$ cat src/rtl/uart_rx_if.sv
// uart_rx_if: consumer-side bundle of the UART receiver.
//   read        consumer acknowledge, pops the held byte
//   read_data   last accepted byte, LSB = first received bit
//   read_valid  read_data holds an unread byte
//   frame_err   1-cycle pulse, stop bit sampled low
//   parity_err  1-cycle pulse, even-parity mismatch
//   overrun     1-cycle pulse, completed byte dropped (previous byte unread)
// Modports: slave = receiver side, master = consumer (bus glue) side.
interface uart_rx_if #(
    parameter int DataBitsSize = 8
);
    logic                    read;
    logic [DataBitsSize-1:0] read_data;
    logic                    read_valid;
    logic                    frame_err;
    logic                    parity_err;
    logic                    overrun;

    modport slave (
        input  read,
        output read_data, read_valid, frame_err, parity_err, overrun
    );

    modport master (
        output read,
        input  read_data, read_valid, frame_err, parity_err, overrun
    );
endinterface

$ cat src/rtl/uart_rx.sv
// uart_rx: oversampling UART receiver, LSB-first frames, optional even parity.
// Ports:
//   clk     system clock
//   rst_n   asynchronous active-low reset
//   rx_sig  asynchronous serial input, idle high
//   bus     uart_rx_if.slave: read / read_data / read_valid handshake plus
//           frame_err, parity_err, overrun single-cycle pulses
//
// state     | meaning
// ----------+-----------------------------------------------------------
// IDLE      | line idle, waiting for a low level on rx_s
// START     | timing to mid start bit, re-checking it is still low
// DATA      | sampling data bits at mid-bit, shifting in LSB first
// PARITY    | sampling the even-parity bit
// STOP      | sampling the stop bit, arming delivery for the next cycle
// WAIT_IDLE | framing error seen, waiting for the line to return high
module uart_rx #(
    parameter int BaudRate     = 115200,
    parameter int ParityBit    = 0,
    parameter int DataBitsSize = 8,
    parameter int ClockFreqHz  = 10000000
) (
    input  logic     clk,
    input  logic     rst_n,
    input  logic     rx_sig,
    uart_rx_if.slave bus
);

    localparam int SClkPeriod = ClockFreqHz / BaudRate;
    localparam int HalfPeriod = SClkPeriod / 2;
    localparam int BcW        = $clog2(DataBitsSize + 1);

    // Counters run from 0 and wrap on the terminal count, so a bit spans
    // exactly SClkPeriod cycles and the start check lands HalfPeriod cycles
    // after the low level is first seen.
    localparam logic [31:0]    HalfTc = 32'(HalfPeriod - 1);
    localparam logic [31:0]    BitTc  = 32'(SClkPeriod - 1);
    localparam logic [BcW-1:0] BitsM1 = BcW'(DataBitsSize - 1);

    typedef enum logic [2:0] {
        IDLE      = 3'd0,
        START     = 3'd1,
        DATA      = 3'd2,
        PARITY    = 3'd3,
        STOP      = 3'd4,
        WAIT_IDLE = 3'd5
    } state_t;

    state_t                  state, state_nxt;
    logic                    rx_meta, rx_s;
    logic [31:0]             clk_cnt, clk_cnt_nxt;
    logic [BcW-1:0]          bit_cnt, bit_cnt_nxt;
    logic [DataBitsSize-1:0] shift_reg, shift_nxt;
    logic                    parity_bad, parity_bad_nxt;
    logic                    done, done_nxt;
    logic                    stop_ok, stop_ok_nxt;

    logic [DataBitsSize-1:0] read_data_q;
    logic                    read_valid_q;
    logic                    frame_err_q, parity_err_q, overrun_q;

    always_ff @(posedge clk or negedge rst_n) begin
        if (!rst_n) begin
            rx_meta <= 1'b1;
            rx_s    <= 1'b1;
        end else begin
            rx_meta <= rx_sig;
            rx_s    <= rx_meta;
        end
    end

    always_ff @(posedge clk or negedge rst_n) begin
        if (!rst_n) begin
            state      <= IDLE;
            clk_cnt    <= '0;
            bit_cnt    <= '0;
            shift_reg  <= '0;
            parity_bad <= 1'b0;
            done       <= 1'b0;
            stop_ok    <= 1'b0;
        end else begin
            state      <= state_nxt;
            clk_cnt    <= clk_cnt_nxt;
            bit_cnt    <= bit_cnt_nxt;
            shift_reg  <= shift_nxt;
            parity_bad <= parity_bad_nxt;
            done       <= done_nxt;
            stop_ok    <= stop_ok_nxt;
        end
    end

    always_comb begin
        state_nxt      = state;
        clk_cnt_nxt    = '0;
        bit_cnt_nxt    = bit_cnt;
        shift_nxt      = shift_reg;
        parity_bad_nxt = parity_bad;
        done_nxt       = 1'b0;
        stop_ok_nxt    = stop_ok;
        case (state)
            IDLE: begin
                if (!rx_s) state_nxt = START;
            end
            START: begin
                parity_bad_nxt = 1'b0;
                if (clk_cnt == HalfTc) begin
                    bit_cnt_nxt = '0;
                    // A start bit that is high again at mid-bit was a glitch.
                    state_nxt   = rx_s ? IDLE : DATA;
                end else begin
                    clk_cnt_nxt = clk_cnt + 32'd1;
                end
            end
            DATA: begin
                if (clk_cnt == BitTc) begin
                    shift_nxt   = {rx_s, shift_reg[DataBitsSize-1:1]};
                    bit_cnt_nxt = bit_cnt + 1'b1;
                    if (bit_cnt == BitsM1)
                        state_nxt = (ParityBit != 0) ? PARITY : STOP;
                end else begin
                    clk_cnt_nxt = clk_cnt + 32'd1;
                end
            end
            PARITY: begin
                if (clk_cnt == BitTc) begin
                    parity_bad_nxt = ((^shift_reg) != rx_s);
                    state_nxt      = STOP;
                end else begin
                    clk_cnt_nxt = clk_cnt + 32'd1;
                end
            end
            STOP: begin
                if (clk_cnt == BitTc) begin
                    done_nxt    = 1'b1;
                    stop_ok_nxt = rx_s;
                    // A low stop bit may be a break; hold off until the line
                    // goes high so a long low does not produce more frames.
                    state_nxt   = rx_s ? IDLE : WAIT_IDLE;
                end else begin
                    clk_cnt_nxt = clk_cnt + 32'd1;
                end
            end
            WAIT_IDLE: begin
                if (rx_s) state_nxt = IDLE;
            end
            default: state_nxt = IDLE;
        endcase
    end

    // Delivery runs one cycle after the stop sample. shift_reg and parity_bad
    // are still intact then because IDLE/WAIT_IDLE do not touch them.
    always_ff @(posedge clk or negedge rst_n) begin
        if (!rst_n) begin
            read_data_q  <= '0;
            read_valid_q <= 1'b0;
            frame_err_q  <= 1'b0;
            parity_err_q <= 1'b0;
            overrun_q    <= 1'b0;
        end else begin
            frame_err_q  <= 1'b0;
            parity_err_q <= 1'b0;
            overrun_q    <= 1'b0;
            if (bus.read && read_valid_q) read_valid_q <= 1'b0;
            if (done) begin
                if (!stop_ok) begin
                    frame_err_q <= 1'b1;
                end else if (parity_bad) begin
                    parity_err_q <= 1'b1;
                end else if (!read_valid_q || bus.read) begin
                    read_data_q  <= shift_reg;
                    read_valid_q <= 1'b1;
                end else begin
                    overrun_q <= 1'b1;
                end
            end
        end
    end

    assign bus.read_data  = read_data_q;
    assign bus.read_valid = read_valid_q;
    assign bus.frame_err  = frame_err_q;
    assign bus.parity_err = parity_err_q;
    assign bus.overrun    = overrun_q;

endmodule

$ cat src/flat_wrapper.sv
// flat-port wrapper written by rule: the top's interface ports become plain ports
module uart_rx_flat 
#(
    parameter int BaudRate     = 115200,
    parameter int ParityBit    = 0,
    parameter int DataBitsSize = 8,
    parameter int ClockFreqHz  = 10000000
)
  (clk, rst_n, rx_sig, bus_read, bus_read_data, bus_read_valid, bus_frame_err, bus_parity_err, bus_overrun);
  uart_rx_if #(.DataBitsSize(DataBitsSize)) bus_i ();
  input  logic clk;
  input  logic rst_n;
  input  logic rx_sig;
  input wire logic [$bits(bus_i.read)-1:0] bus_read;
  output wire logic [$bits(bus_i.read_data)-1:0] bus_read_data;
  output wire logic [$bits(bus_i.read_valid)-1:0] bus_read_valid;
  output wire logic [$bits(bus_i.frame_err)-1:0] bus_frame_err;
  output wire logic [$bits(bus_i.parity_err)-1:0] bus_parity_err;
  output wire logic [$bits(bus_i.overrun)-1:0] bus_overrun;
  assign bus_i.read = bus_read;
  assign bus_read_data = bus_i.read_data;
  assign bus_read_valid = bus_i.read_valid;
  assign bus_frame_err = bus_i.frame_err;
  assign bus_parity_err = bus_i.parity_err;
  assign bus_overrun = bus_i.overrun;
  uart_rx #(.BaudRate(BaudRate), .ParityBit(ParityBit), .DataBitsSize(DataBitsSize), .ClockFreqHz(ClockFreqHz)) u_core (.clk(clk), .rst_n(rst_n), .rx_sig(rx_sig), .bus(bus_i));
endmodule
$ cat config.mk
export PLATFORM = sky130hd
export DESIGN_NAME = uart_rx_flat
export DESIGN_NICKNAME = d
export VERILOG_FILES = /design/src/rtl/uart_rx_if.sv /design/src/rtl/uart_rx.sv /design/src/flat_wrapper.sv
export SDC_FILE = /design/constraint.sdc
export NUM_CORES = 1
export LEC_CHECK = 0
export CAP_MARGIN = 20
export CORE_MARGIN = 3
export CORE_UTILIZATION = 54
export CTS_CLUSTER_DIAMETER = 30
export DETAILED_ROUTE_END_ITERATION = 8
export PLACE_DENSITY_LB_ADDON = 0.12
export SLEW_MARGIN = 25
export SYNTH_ARGS = -nofsm -noshare
export SYNTH_HDL_FRONTEND = slang
export SYNTH_SLANG_ARGS = --single-unit
$ cat constraint.sdc
create_clock -name clk -period 2 [get_ports clk]
set_input_delay 0.4 -clock clk [delete_from_list [all_inputs] [get_ports clk]]
set_output_delay 0.4 -clock clk [all_outputs]
set_load 0.05 [all_outputs]
# == Yosys cells after proc, flatten, opt, wreduce, memory -nomap -nowiden ==
# Index checks and enable logic that the tools add are counted.
# totals
ff_bits,64
inputBits,4
out_inout_bits,12
elab_cells,81
# classes
add_sub_neg,2
eq_ne,16
n_mux,34
n_bitwise,1
reduce_logical,14
# ops
cell,count
$mux 32,2
$pmux 32 s2,1
$add 32x1->32 const B,1
$eq 32x6->1 const B,1
$eq 32x7->1 const B,1
$mux 3,8
$pmux 3 s6,1
$mux 1,17
$ne 2x1->1 const B,6
$mux 4,2
$pmux 4 s2,1
$reduce_xor 8->1,1
$reduce_and 7->1,1
$eq 3x2->1 const B,2
$eq 3x3->1 const B,2
$reduce_and 2->1,3
$add 4x1->4 const B,1
$eq 4x3->1 const B,1
$reduce_and 4->1,1
$reduce_bool 2->1,2
$eq 3x1->1 const B,1
$logic_not 3->1,1
$reduce_and 3->1,1
$reduce_or 3->1,1
other kinds (8),8

# == Longest topological paths before layout ==
# Gate-level depths: netlist of the first run.
# logic_depth
depth_word,6
depth_mapped,9
depth_no_buf,7

# == Worst setup path before layout of the first run ==
# OpenSTA, ideal clock, no wires.
# synth_path
kind,reg-to-reg
startpoint,reg u_core.clk_cnt[19]
endpoint,reg u_core.shift_reg[0]
setup_time_ns,0.125
arrival_time_ns,1.883
t_required_ns,1.875
path_slack_ns,-0.008
stages_incl_launch_ff,7
path_buffers,1
synth_period_minus_slack_ns,2.008
path_cell_list,dfrtp_1 nor4_1 nand4_1 or3_1 buf_6 nor2_8 mux2_4
# synth_via
elab_chain_len,2
# synth_lines
item,line_no,source
start: declaration,uart_rx.sv:51,"logic [31:0] clk_cnt, clk_cnt_nxt;"
start signal: assignment,uart_rx.sv:83,clk_cnt <= clk_cnt_nxt;
$eq 32x7->1,uart_rx.sv:115,if (clk_cnt == BitTc) begin
$reduce_and 2->1 (no source line),-,
end signal: assignment,uart_rx.sv:85,shift_reg <= shift_nxt;
end: declaration,uart_rx.sv:53,"logic [DataBitsSize-1:0] shift_reg, shift_nxt;"
# Every way passes these cells.
# A chain may end at the register's enable or synchronous reset.

# == Final worst setup path of the first run ==
# layout_path
startpoint,reg u_core.clk_cnt[10]
endpoint,reg u_core.bit_cnt[3]
# layout_via
elab_chain_len,3
# layout_lines
item,line_no,source
$eq 32x7->1 / $eq 32x6->1 (equally long branches),"uart_rx.sv:115, uart_rx.sv:106",
$ne 2x1->1 (no source line),-,
$reduce_and 3->1 (no source line) (*),-,
end signal: assignment,uart_rx.sv:84,bit_cnt <= bit_cnt_nxt;
end: declaration,uart_rx.sv:52,"logic [BcW-1:0] bit_cnt, bit_cnt_nxt;"
# Mark *: on every way between the ends. The rest lies on a longest branch, timed or not.

==> results of run 1 <==
==> timing repair <==
action,4_1_cts,5_1_grt
pin swaps,9,7
gates cloned,1,0
buffers inserted,2,0
setup endpoints to repair,44,46
resized for setup,7,22
==> critical path, stage by stage (launching register included) <==
cell and delay, ns:
dfrtp_1 0.39, nor4_1 0.31, nand3_1 0.18, buf_4 0.18, a2111o_1 0.36, or4_4 0.42, nand3_2 0.08
==> layer usage <==
layer / track usage / routed length, um / vias up
li1: - / - / 1191
met2: 0.297 / 3200 / 69
met4: 0.0892 / 99 / 0
met3: 0.0556 / 323 / 10
met1: 0.294 / 3170 / 1199
met5: 0 / 0 / -
==> power groups by stage <==
stage	clock network [mW]	registers, mW	logic (mW)
CTS	1.45	1.33	0.203
global placement	0	1.35	0.192
finish	1.42	1.33	0.219
detailed placement	0	1.35	0.195
floorplan	0	1.35	0.100
global route	1.52	1.33	0.242
==> Yosys cell counts (2+ instances only) <==
| cell type | instances | area [sq um] |
|---|---|---|
| clkbuf_1 | 7 | 26.3 |
| and3_1 | 3 | 18.8 |
| inv_1 | 6 | 22.5 |
| and4_1 | 4 | 35.0 |
| nand3_1 | 21 | 105 |
| nor2b_1 | 7 | 43.8 |
| mux2_4 | 8 | 120 |
| buf_2 | 8 | 40.0 |
| ha_1 | 4 | 50.1 |
| nand2b_1 | 4 | 25.0 |
| mux2_2 | 9 | 101 |
| nand4_1 | 8 | 50.1 |
| xnor2_1 | 26 | 228 |
| nand2_1 | 13 | 48.8 |
| a21oi_1 | 32 | 160 |
| xor2_1 | 10 | 87.6 |
| nor4_1 | 14 | 87.6 |
| or3_1 | 3 | 18.8 |
| nor3_1 | 9 | 45.0 |
| nand3b_1 | 2 | 15.0 |
| dfrtp_1 | 62 | 1550 |
| dfstp_2 | 2 | 52.6 |
| o21ai_0 | 3 | 15.0 |
| nor2_1 | 6 | 22.5 |
==> per-stage QoR <==
stage | hold WS, ns | setup slack (ns) | utilization | TNS (ns) | instance area, sq um
floorplan | 0.104 | 0.0146 | - | 0 | 3230
global placement | 0.346 | -0.143 | 0.671 | -2.23 | 3790
detailed placement | 0.355 | -0.170 | 0.671 | -3.29 | 3790
CTS | 0.0668 | -0.00610 | 0.729 | -0.0173 | 4110
global route | 0.0814 | -0.0732 | 0.749 | -1.49 | 4220
finish | 0.0599 | 0.00795 | 0.749 | 0 | 4220
==> worst paths after layout <==
| path | cells past startpoint | startpoint | slack [ns] | end |
|---|---|---|---|---|
| max | 6 | u_core.clk_cnt[10] | 0.008 | u_core.bit_cnt[3] |
| min | 2 | rst_n | 0.06 | u_core.clk_cnt[30] |
| max reg2reg | 6 | u_core.clk_cnt[10] | 0.008 | u_core.bit_cnt[3] |
| min reg2reg | 0 | u_core.rx_meta | 0.36 | u_core.rx_s |
| max in group asynchronous | 2 | rst_n | 1.63 | u_core.rx_s |
| min in group clk | 0 | u_core.rx_meta | 0.36 | u_core.rx_s |
==> placed cells by master (no fill, tap or decap), types with 6 or more instances in the layout <==
cell	instances
a21oi_1	28
buf_4	46
clkbuf_8	12
clkdlybuf4s50_1	14
dfrtp_1	62
inv_1	6
mux2_2	9
mux2_4	9
nand2_1	13
nand3_1	19
nand4_1	8
nor2_1	6
nor2b_1	7
nor3_1	7
nor4_1	7
nor4_2	7
xnor2_1	26
xor2_1	10
==> cell families (layout without fill, tap and decap cells) <==
group                      Yosys count  in the layout  share of synthesized area
and+or+nand+nor                    106            107                      0.205
DFF                                 64             64                      0.497
AOI/OAI and AO/OA                   43             43                     0.0752
xor gates and xnor gates            37             37                      0.105
buffers and inverters               22             89                     0.0310
muxes                               18             18                     0.0721
adders and majority gates            4              4                     0.0155
==> final cells by class <==
type / instances / area, sq um / share of cell area
Timing Repair Buffer: 67 / 588 / 0.139
Multi-Input combinational cell: 209 / 1650 / 0.392
Tap cell: 72 / 90.1 / 0.0213
Clock buffer: 12 / 165 / 0.0391
Clock inverter: 4 / 98.8 / 0.0234
Inverter: 6 / 22.5 / 0.00533
Sequential cell: 64 / 1600 / 0.380
==> results.sh, run 1 <==
export IMPL_placementRows=27
export IMPL_grt_antenna_before_repair=0
export IMPL_io_pins=16
export IMPL_ctsHoldBuffers=0
export IMPL_fin_cells=434
export IMPL_yosys_register_bits=64
export IMPL_n_antenna_cell=0
export IMPL_syn_nets=302
export IMPL_dieArea_sq_um=6940
export IMPL_cts_tree="done"
export IMPL_path_class="flip-flop to flip-flop"
export IMPL_overflow=0
export IMPL_clockBufferDepth=2
export IMPL_critPathRequiredTime_ns=2.27
export IMPL_largest_reg_flops=32
export IMPL_clk_insertion_delay_late_ns=0.34
export IMPL_hold_viol=0
export IMPL_fin_crit_sh=0.996
export IMPL_cts_sinks=64
export IMPL_p_int_mw=2.34
export IMPL_pwr_share_comb=0.074
export IMPL_ys_async_sr_fraction=1.00
export IMPL_place_inst=415
export IMPL_finClkSkew_ns=0.00690
export IMPL_grt_use_total=0.207
export IMPL_dp_hpwl_um=4490
export IMPL_coreArea_sq_um=5640
export IMPL_place_congestion=0.812
export IMPL_irDropWorstVdd_uv=531
export IMPL_final_nets=365
export IMPL_synthCells=294
export IMPL_die_h_um=83.3
export IMPL_syn_area_sq_um=3230
export IMPL_cp_start_kind="flip-flop"
export IMPL_routedWlPerCell_um=15.7
export IMPL_synth_edf_count=0
export IMPL_cts_buffers_inserted=9
export IMPL_nFillCells=365
export IMPL_ys_seq_area_frac=0.497
export IMPL_start_util=0.572
export IMPL_drc=0
export IMPL_slew_viol_final=0
export IMPL_synth_cell_types=47
export IMPL_switchingPower_mw=0.625
export IMPL_power_total_mw=2.96
export IMPL_period_minus_slack_ns=1.99
export IMPL_grt_pass1_vias=2416
export IMPL_finalSetupViolCount=0
export IMPL_syn_area_per_cell_sq_um=11.0
export IMPL_vias_per_cell=5.69
export IMPL_cp_max_fo=2
export IMPL_drtIter0Drc=163
export IMPL_grt_max_degree=65
export IMPL_worst_pin_slew_ns=0.505
export IMPL_routed_wl_um=6800
export IMPL_clkPwrFrac=0.478
export IMPL_pwr_share_seq=0.448
export IMPL_synth_main_ff_cell="dfrtp_1"
export IMPL_yosys_warnings=0
export IMPL_vias=2469
export IMPL_cp_end_kind="flip-flop"
export IMPL_leakage_nw=1.89
export IMPL_h_tree_depth=3
export IMPL_grt_pass1_wl_um=11600
export IMPL_cts_root_buf="clkbuf_8"
export IMPL_p_per_area_nw_per_um2=702
export IMPL_ant_nets=0
export IMPL_maxCapViolCount=0
export IMPL_port_buffers=15
export IMPL_clkTransAtPathRegs_ns=0.07
export IMPL_status="complete, no violations"
export IMPL_drtPass1Iterations=6
export IMPL_rsz0062_at_grt="yes"
export IMPL_switching_share=0.211
export IMPL_syn_to_final_growth_pct=30.8
export IMPL_max_freq_mhz=502
export IMPL_hold_class="input port to asynchronous set/reset pin"
export IMPL_max_slew_margin_rel=0.663
export IMPL_critPathArrivalTime_ns=2.27
export IMPL_die_x_um=83.3
export IMPL_drive_gt1_frac=0.323
Note: power is estimated with default switching activity, not from simulation.
==> run 2: changes to the inputs <==
--- a/config.mk
+++ b/config.mk
@@ -11,7 +11,8 @@
 export CTS_CLUSTER_DIAMETER = 30
 export DETAILED_ROUTE_END_ITERATION = 8
 export PLACE_DENSITY_LB_ADDON = 0.12
-export SLEW_MARGIN = 25
+export RECOVER_POWER = 25
+export SLEW_MARGIN = 20
 export SYNTH_ARGS = -nofsm -noshare
 export SYNTH_HDL_FRONTEND = slang
 export SYNTH_SLANG_ARGS = --single-unit
==> run 2 against run 1 <==
Against the previous run: the flow now finishes with violations (max-capacitance violations, max-slew violations); combinational power fell by 2%; sequential share of layout area is 0.14 points higher; cell count stayed put; final area down 0.36%; fmax about the same; via count shrank 0.36%; utilization shrank 0.27 points; power is 0.12% lower; clock power about the same.
==> results.sh, run 2 (synthesis results as in run 1) <==
export IMPL_syn_to_final_growth_pct=30.3
export IMPL_place_congestion=0.812
export IMPL_vias_per_cell=5.67
export IMPL_clk_insertion_delay_late_ns=0.34
export IMPL_die_x_um=83.3
export IMPL_port_buffers=15
export IMPL_period_minus_slack_ns=1.99
export IMPL_start_util=0.572
export IMPL_dp_hpwl_um=4490
export IMPL_ant_nets=0
export IMPL_n_antenna_cell=0
export IMPL_min_delay_start="u_core.rx_meta"
export IMPL_layout_setup_ws_ns=0.00638
export IMPL_cts_root_buf="clkbuf_8"
export IMPL_slew_viol_final=65
export IMPL_coreArea_sq_um=5640
export IMPL_irDropWorstVdd_uv=532
export IMPL_fin_util=0.746
export IMPL_fin_crit_sh=0.997
export IMPL_vias=2460
export IMPL_cp_start_kind="flip-flop"
export IMPL_grt_pass1_wl_um=11600
export IMPL_place_ws_ns=-0.170
export IMPL_max_slew_margin_rel=-0.0107
export IMPL_status="complete, but fails checks"
export IMPL_overflow=0
export IMPL_die_h_um=83.3
export IMPL_cp_max_fo=2
export IMPL_cp_end_kind="flip-flop"
export IMPL_hold_ws_ns=0.363
export IMPL_layout_common_cells="62 x dfrtp_1, 46 x buf_4, 28 x a21oi_1, 26 x xnor2_1, 19 x nand3_1"
export IMPL_worst_pin_slew_ns=1.52
export IMPL_seqCellArea_sq_um=1600
export IMPL_critPathRequiredTime_ns=2.28
export IMPL_routed_wl_um=6820
export IMPL_final_common_cell="dfrtp_1"
export IMPL_rsz0062_at_grt="yes"
export IMPL_drtIter0Drc=160
export IMPL_path_class="flip-flop to flip-flop"
export IMPL_finalSetupTns_ns=0
export IMPL_nFillCells=367
export IMPL_h_tree_depth=3
export IMPL_clkTransAtPathRegs_ns=0.07
export IMPL_maxCapViolCount=1
export IMPL_startpoint="u_core.clk_cnt[29]"
export IMPL_grt_max_degree=65
export IMPL_max_freq_mhz=502
export IMPL_routedWlPerCell_um=15.7
export IMPL_placementRows=27
export IMPL_worstPathCellList="nor4_2, nand3_1, buf_4, a2111o_1, or4_4, nand3_2"
export IMPL_grt_use_total=0.207
export IMPL_critPathArrivalTime_ns=2.27
export IMPL_violations="max-capacitance violations, max-slew violations"
export IMPL_p_per_area_nw_per_um2=703
export IMPL_crit_path_max_incr_delay_ns=0.42
export IMPL_hold_viol=0
export IMPL_largest_reg_flops=32
export IMPL_final_nets=365
export IMPL_hold_class="flip-flop to flip-flop"
export IMPL_grt_antenna_before_repair=0
export IMPL_multi_input_area_sq_um=1650
export IMPL_r2r_start="u_core.clk_cnt[29]"
export IMPL_finalSetupViolCount=0
export IMPL_finClkSkew_ns=0.00766
export IMPL_clockBufferDepth=2
export IMPL_leakage_nw=1.88
export IMPL_io_pins=16
export IMPL_slowest_stage="or4_4"
export IMPL_drtPass1Iterations=5
export IMPL_drive_gt1_frac=0.323
export IMPL_grt_pass1_vias=2416
export IMPL_cts_sinks=64
export IMPL_dieArea_sq_um=6940
export IMPL_cts_buffers_inserted=9
export IMPL_cts_tree="done"
export IMPL_drc=0
## run 2: final timing paths
| kind | endpoint | slack, ns | cells after the start |
|---|---|---|---|
| max | u_core.bit_cnt[3] | 0.006 | 6 |
| min | u_core.rx_s | 0.36 | 0 |
| max reg2reg | u_core.bit_cnt[3] | 0.006 | 6 |
| min reg2reg | u_core.rx_s | 0.36 | 0 |
| max in group asynchronous | u_core.clk_cnt[29] | 0.57 | 2 |
| min in group asynchronous | u_core.clk_cnt[30] | 0.50 | 2 |
## run 2: layout make-up
cell class,count,share of cell area
tap,72,0.0214
inverter,6,0.00535
sequential,64,0.381
multi-input combinational,209,0.393
clock inverter,4,0.0235
clock buffer,12,0.0393
timing repair buffer,67,0.136
## run 2: layer usage
layer / track usage / routed length [um] / up-vias
met1: 0.294 / 3210 / 1210
li1: - / - / 1186
met4: 0.0892 / 99 / 0
met5: 0 / 0 / -
met2: 0.297 / 3240 / 54
met3: 0.0556 / 274 / 10
## run 2: what timing repair did
action | in CTS | in global routing
resized for setup | 7 | 22
gates cloned | 1 | 0
hold buffers | 0 | 0
buffers inserted | 2 | 0
endpoints found under the setup margin | 44 | 46
pin swaps | 9 | 7
## run 2: where the power goes
| part | total (mW) | switching, mW | internal, mW |
|---|---|---|---|
| clock | 1.42 | 0.486 | 0.932 |
| combinational | 0.214 | 0.123 | 0.0909 |
| sequential | 1.33 | 0.0156 | 1.31 |
| total | 2.96 | 0.625 | 2.33 |
## run 2: stage by stage
stage          area, sq um  total power [mW]  instances
2_1_floorplan         3230              1.45        294
3_3_place_gp          3790              1.54        415
3_5_place_dp          3790              1.55        415
4_1_cts               4110              2.98        434
5_1_grt               4210              3.09        434
6_report              4210              2.96        434
## run 2: worst max-delay path, delay by kind of cell (launching register included)
family | cells | cell delay [ns]
compound gates | 1 | 0.36
buf+inv | 1 | 0.18
flops | 1 | 0.39
simple gates | 4 | 1.00
